$ cat src/rtl/riscv_pkg.sv
// Shared fetch-path constants, the FIFO entry layout and the prefetch FSM states.
package riscv_pkg;

    localparam int unsigned INST_W  = 32;
    localparam int unsigned PC_W    = 32;
    localparam int unsigned PC_STEP = 4;
    localparam int unsigned ENTRY_W = PC_W + INST_W;

    localparam logic [PC_W-1:0]   RESET_PC_DEF = 32'h0000_0000;
    localparam logic [INST_W-1:0] INST_NOP     = 32'h0000_0013;

    // One buffered instruction together with the address it was fetched from.
    typedef struct packed {
        logic [PC_W-1:0]   pc;
        logic [INST_W-1:0] inst;
    } fetch_entry_t;

    typedef enum logic {
        ST_IDLE = 1'b0,
        ST_RUN  = 1'b1
    } pf_state_t;

endpackage

$ cat src/rtl/inst_fifo.sv
// Small circular FIFO with synchronous flush; reads return zero when empty.
module inst_fifo #(
    parameter int unsigned DEPTH = 4,
    parameter int unsigned WIDTH = 64
) (
    input  logic                   clk,
    input  logic                   rstn,
    input  logic                   push,
    input  logic                   pop,
    input  logic                   flush,
    input  logic [WIDTH-1:0]       wdata,
    output logic [WIDTH-1:0]       rdata,
    output logic [$clog2(DEPTH):0] count
);

    localparam int unsigned PTR_W = $clog2(DEPTH);
    localparam int unsigned CNT_W = PTR_W + 1;

    logic [WIDTH-1:0] mem [DEPTH];
    logic [PTR_W-1:0] wptr;
    logic [PTR_W-1:0] rptr;
    logic             pop_ok;
    logic             push_ok;

    // Never underflow, and only accept a write into a full FIFO when a slot frees up.
    assign pop_ok  = pop && (count != '0);
    assign push_ok = push && ((count < CNT_W'(DEPTH)) || pop_ok);

    assign rdata = (count != '0) ? mem[rptr] : '0;

    // Entry storage.
    always_ff @(posedge clk or negedge rstn) begin
        if (!rstn) begin
            for (int i = 0; i < int'(DEPTH); i++) begin
                mem[i] <= '0;
            end
        end else if (!flush && push_ok) begin
            mem[wptr] <= wdata;
        end
    end

    // Pointers and occupancy; flush wins over push/pop.
    always_ff @(posedge clk or negedge rstn) begin
        if (!rstn) begin
            wptr  <= '0;
            rptr  <= '0;
            count <= '0;
        end else if (flush) begin
            wptr  <= '0;
            rptr  <= '0;
            count <= '0;
        end else begin
            if (push_ok) wptr <= wptr + PTR_W'(1);
            if (pop_ok)  rptr <= rptr + PTR_W'(1);
            case ({push_ok, pop_ok})
                2'b10:   count <= count + CNT_W'(1);
                2'b01:   count <= count - CNT_W'(1);
                default: count <= count;
            endcase
        end
    end

endmodule

$ cat src/rtl/if_prefetch.sv
// Instruction prefetch queue: fetches from a combinational ROM into a FIFO and
// hands instructions to the core over valid/ready; redirects flush and restart.
module if_prefetch
    import riscv_pkg::*;
#(
    parameter int unsigned      DEPTH    = 4,
    parameter logic [PC_W-1:0]  RESET_PC = RESET_PC_DEF
) (
    input  logic              clk,
    input  logic              rstn,
    output logic [PC_W-1:0]   rom_addr_o,
    input  logic [INST_W-1:0] rom_inst_i,
    input  logic              redirect_i,
    input  logic [PC_W-1:0]   redirect_pc_i,
    output logic              inst_valid_o,
    output logic [INST_W-1:0] inst_o,
    output logic [PC_W-1:0]   pc_o,
    input  logic              inst_ready_i
);

    localparam int unsigned CNT_W = $clog2(DEPTH) + 1;

    pf_state_t        state_q;
    pf_state_t        state_d;
    logic             run;
    logic             push;
    logic             pop;
    logic [PC_W-1:0]  fetch_pc;
    logic [CNT_W-1:0] count;
    fetch_entry_t     wentry;
    fetch_entry_t     rentry;

    // FSM state register.
    always_ff @(posedge clk or negedge rstn) begin
        if (!rstn) state_q <= ST_IDLE;
        else       state_q <= state_d;
    end

    // IDLE holds off fetching for one cycle after reset so the ROM address settles.
    always_comb begin
        state_d = state_q;
        run     = 1'b0;
        case (state_q)
            ST_IDLE: state_d = ST_RUN;
            ST_RUN:  run     = 1'b1;
            default: state_d = ST_IDLE;
        endcase
    end

    assign pop  = inst_valid_o && inst_ready_i;
    assign push = run && !redirect_i && ((count < CNT_W'(DEPTH)) || pop);

    // Fetch address: redirect target (word aligned) or advance on each capture.
    always_ff @(posedge clk or negedge rstn) begin
        if (!rstn)           fetch_pc <= RESET_PC;
        else if (redirect_i) fetch_pc <= redirect_pc_i & ~PC_W'(3);
        else if (push)       fetch_pc <= fetch_pc + PC_W'(PC_STEP);
    end

    assign wentry.pc   = fetch_pc;
    assign wentry.inst = rom_inst_i;

    inst_fifo #(
        .DEPTH (DEPTH),
        .WIDTH (ENTRY_W)
    ) u_fifo (
        .clk   (clk),
        .rstn  (rstn),
        .push  (push),
        .pop   (pop),
        .flush (redirect_i),
        .wdata (wentry),
        .rdata (rentry),
        .count (count)
    );

    assign rom_addr_o   = fetch_pc;
    assign inst_valid_o = (count != '0);
    assign inst_o       = rentry.inst;
    assign pc_o         = rentry.pc;

endmodule

$ cat config.mk
export PLATFORM = sky130hd
export DESIGN_NAME = if_prefetch
export DESIGN_NICKNAME = d
export VERILOG_FILES = /design/src/rtl/riscv_pkg.sv /design/src/rtl/inst_fifo.sv /design/src/rtl/if_prefetch.sv
export SDC_FILE = /design/constraint.sdc
export NUM_CORES = 1
export LEC_CHECK = 0
export BUFFER_PORTS_ARGS = -buffer_cell sky130_fd_sc_hd__buf_2
export CORE_UTILIZATION = 50
export DETAILED_ROUTE_END_ITERATION = 7
export PLACE_DENSITY = 0.7
export SKIP_LAST_GASP = 1
export SLEW_MARGIN = 0
export SYNTH_ARGS = -nofsm -noshare
export SYNTH_HDL_FRONTEND = slang
export SYNTH_SLANG_ARGS = --single-unit
$ cat constraint.sdc
create_clock -name clk -period 4.3 [get_ports clk]
set_clock_uncertainty 0.2 [all_clocks]
set_input_delay 0.43 -clock clk [delete_from_list [all_inputs] [get_ports clk]]
set_output_delay 0.43 -clock clk [all_outputs]
set_load 0.05 [all_outputs]
==> reports/metrics.cfg <==
[clocking]
hold_buffers=64
cts_buffer_depth=3
h-tree-depth=1
numCtsBuffers=31
clkTransAtPathRegs_ns=0.06
cts.sink_count=286
cts-resized-gates=0
clk_latency_ns=0.54
cts_tree=done
ctsRootBufferMaster=clkbuf_16
postCtsSetupBuffers=0

[power_and_ir_drop]
ir_worst_vdd_v=0.000498
leakagePower_nw=7.38
p_per_area_mw_per_mm2=716

[critical_path]
start_kind=flop
crit_path_top_delay_cell=or3_2
worstPathRequired_ns=3.67
crit_arrival_ns=2.66
path_depth=4
worst_r2r_path_depth=8
critical-path-top-delay-family=simple AND/OR/NAND/NOR gates
r2r-start=u_fifo.count[2]
endpoint_kind=output port
reg2reg_to=u_fifo.count[2]
slowest_delay_ns=0.85
cp_max_fo=34
r2r_slack_ns=1.41
crit_path_cell_trace=or3_2 > buf_4 > and2_1 > buf_2
worst-setup-path-type=reg2out
critPathBufInv=2

[placed_design]
dp_hpwl_um=17100
place.gp.congestion=0.745
place_ws_ns=1.44
port_buffers=158
postPlaceCellArea_mm2=0.0144

[final_layout]
regArea_mm2=0.00716
final_core_util_pct=61.8
area_growth_pct=21.4
fin_nets=1195
multi_input_area_mm2=0.00582
drive_gt1_share_pct=48.9
stdcell_area_mm2=0.0161
n_fill_cell=2016

[floorplan]
initial_utilization_pct=51.0
rows=59
die_area_mm2=0.0272
ios=165
core_mm2=0.0261
die_y_um=165
dieWidth_um=165

[drt]
wire_per_inst_um=19.7
drcViolationCount=0
drt_iter0_drc=420
drt-vias-per-instance=5.57
dr.pass1.iters=6
wirelength_um=29200
num_vias=8245
ant_nets=0

[synth]
syn_avg_cell_area_um2=14.5
synth_top_area_share_pct=53.9
ys_seq_area_share_pct=53.9
netlist_area_mm2=0.0133
ys_ff_latch=286
syn_inst=916
ys_types=40
synth_enable_flop_cells=0
ys.flop_type=dfrtp_1
yosysTopAreaCell=dfrtp_1
async_flop_share_pct=100
synth_area_leaders=dfrtp_1 54%, mux2_2 21%, mux4_2 11%
yosysWarnings=0

[timing]
final-setup-viol-count=0
final_max_slew_viol_count=0
post-route-period-util_pct=76.6
layout_setup_ws_ns=1.01
fmaxAchievable_mhz=304
fin_tns_setup_ns=0
slew_headroom_pct=46.8
min_period_ns=3.29
final-hold-violation-count=0
worst_pin_slew_ns=0.798
rsz0062_at_grt=no

[worst_hold_path]
min_from=u_fifo.mem[71]
holdPathEnd=u_fifo.mem[71]
hp-class=reg2reg
whs_path_depth=1

[grt]
first_global_vias=8549
grt_pass1_wl_um=46800
antenna_found_initial=1
grt.overflow.total=0
track_usage_pct=22.2
grt_max_degree=101

[status]
status=finished, final reports clean

[run]
drv_cap=0

[report_power, final]
| group | switching [mW] | leakage [nW] | internal, mW |
|---|---|---|---|
| Sequential | 0.608 | 3.59 | 3.69 |
| Combinational | 2.57 | 3.25 | 1.99 |
| Clock | 1.06 | 0.537 | 1.63 |
[how the worst max path moves through the flow]
stage / startpoint / endpoint
floorplan: u_fifo.rptr[0] / pc_o[21]
global placement: u_fifo.count[2] / u_fifo.count[2]
detailed placement: u_fifo.count[2] / u_fifo.count[2]
CTS: u_fifo.count[2] / pc_o[27]
global route: u_fifo.rptr[0] / inst_o[27]
finish: u_fifo.count[2] / pc_o[27]
[cells in the final DEF, fill, tap and decap left out, types with 3 or more instances in the layout]
master,synthesis,routed
xnor2_1,18,18
xor2_1,15,15
nand4_1,4,4
dlygate4sd3_1,0,64
nor3_1,5,5
clkbuf_16,0,31
conb_1,2,5
o21ai_0,24,24
mux4_2,62,62
mux2_2,253,253
nor2_1,13,13
buf_12,0,6
inv_1,3,3
nand2_1,38,34
buf_4,6,10
dfrtp_1,286,284
ha_1,5,5
buf_2,36,157
nand3_1,16,16
clkinv_2,0,8
a21oi_1,3,3
and2_1,65,65
nor4_1,10,10
clkbuf_8,0,15
nand2_4,1,5
and4_1,4,4
[per-stage QoR]
| stage | power (mW) | instances | hold slack (ns) |
|---|---|---|---|
| 2_1_floorplan | 7.79 | 919 | -0.0656 |
| 3_3_place_gp | 8.77 | 1359 | 0.282 |
| 3_5_place_dp | 8.90 | 1359 | 0.287 |
| 4_1_cts | 11.7 | 1480 | 0.301 |
| 5_1_grt | 12.2 | 1481 | 0.309 |
| 6_report | 11.5 | 1481 | 0.299 |
[flip-flops by register name (all words and copies together) (netlist names)]
register and cells:
u_fifo.rptr 2, u_fifo.mem 248, u_fifo.count 3, state_q 1
rom_addr_o 30, u_fifo.wptr 2
[routing by layer]
metal  wire (um)  track usage [%]
met4         612             5.71
met5           0                0
met1       13300             31.0
met2       13900             36.3
met3        1320             3.52
[cells in the mapped netlist, types with 10 or more instances]
master,n
and2_1,65
xnor2_1,18
clkbuf_1,25
dfrtp_1,286
nand3_1,16
nor2_1,13
mux2_2,253
o21ai_0,24
mux4_2,62
buf_2,36
xor2_1,15
nand2_1,38
nor4_1,10
[final cells by class]
class	count	area share, %
flip-flops and latches	286	44.4
well taps	335	2.60
clock buffers	47	6.12
repair buffers	238	10.2
multi-input cells	561	36.1
clock inverters	10	0.481
diodes	1	0.0155
inverters	3	0.0699
[logic make-up (layout without fill, tap and decap cells)]
logic type	count (synthesis)	in the layout	synth area share, %
compound gates	30	30	1.20
flops	286	286	53.9
mux	317	317	32.1
simple gates	170	170	7.33
fa+ha+maj	6	6	0.622
xor+xnor	33	33	2.18
other cells	2	6	0.0566
buf+inv	72	298	2.60
No activity file was read; power rests on OpenSTA's default activity.
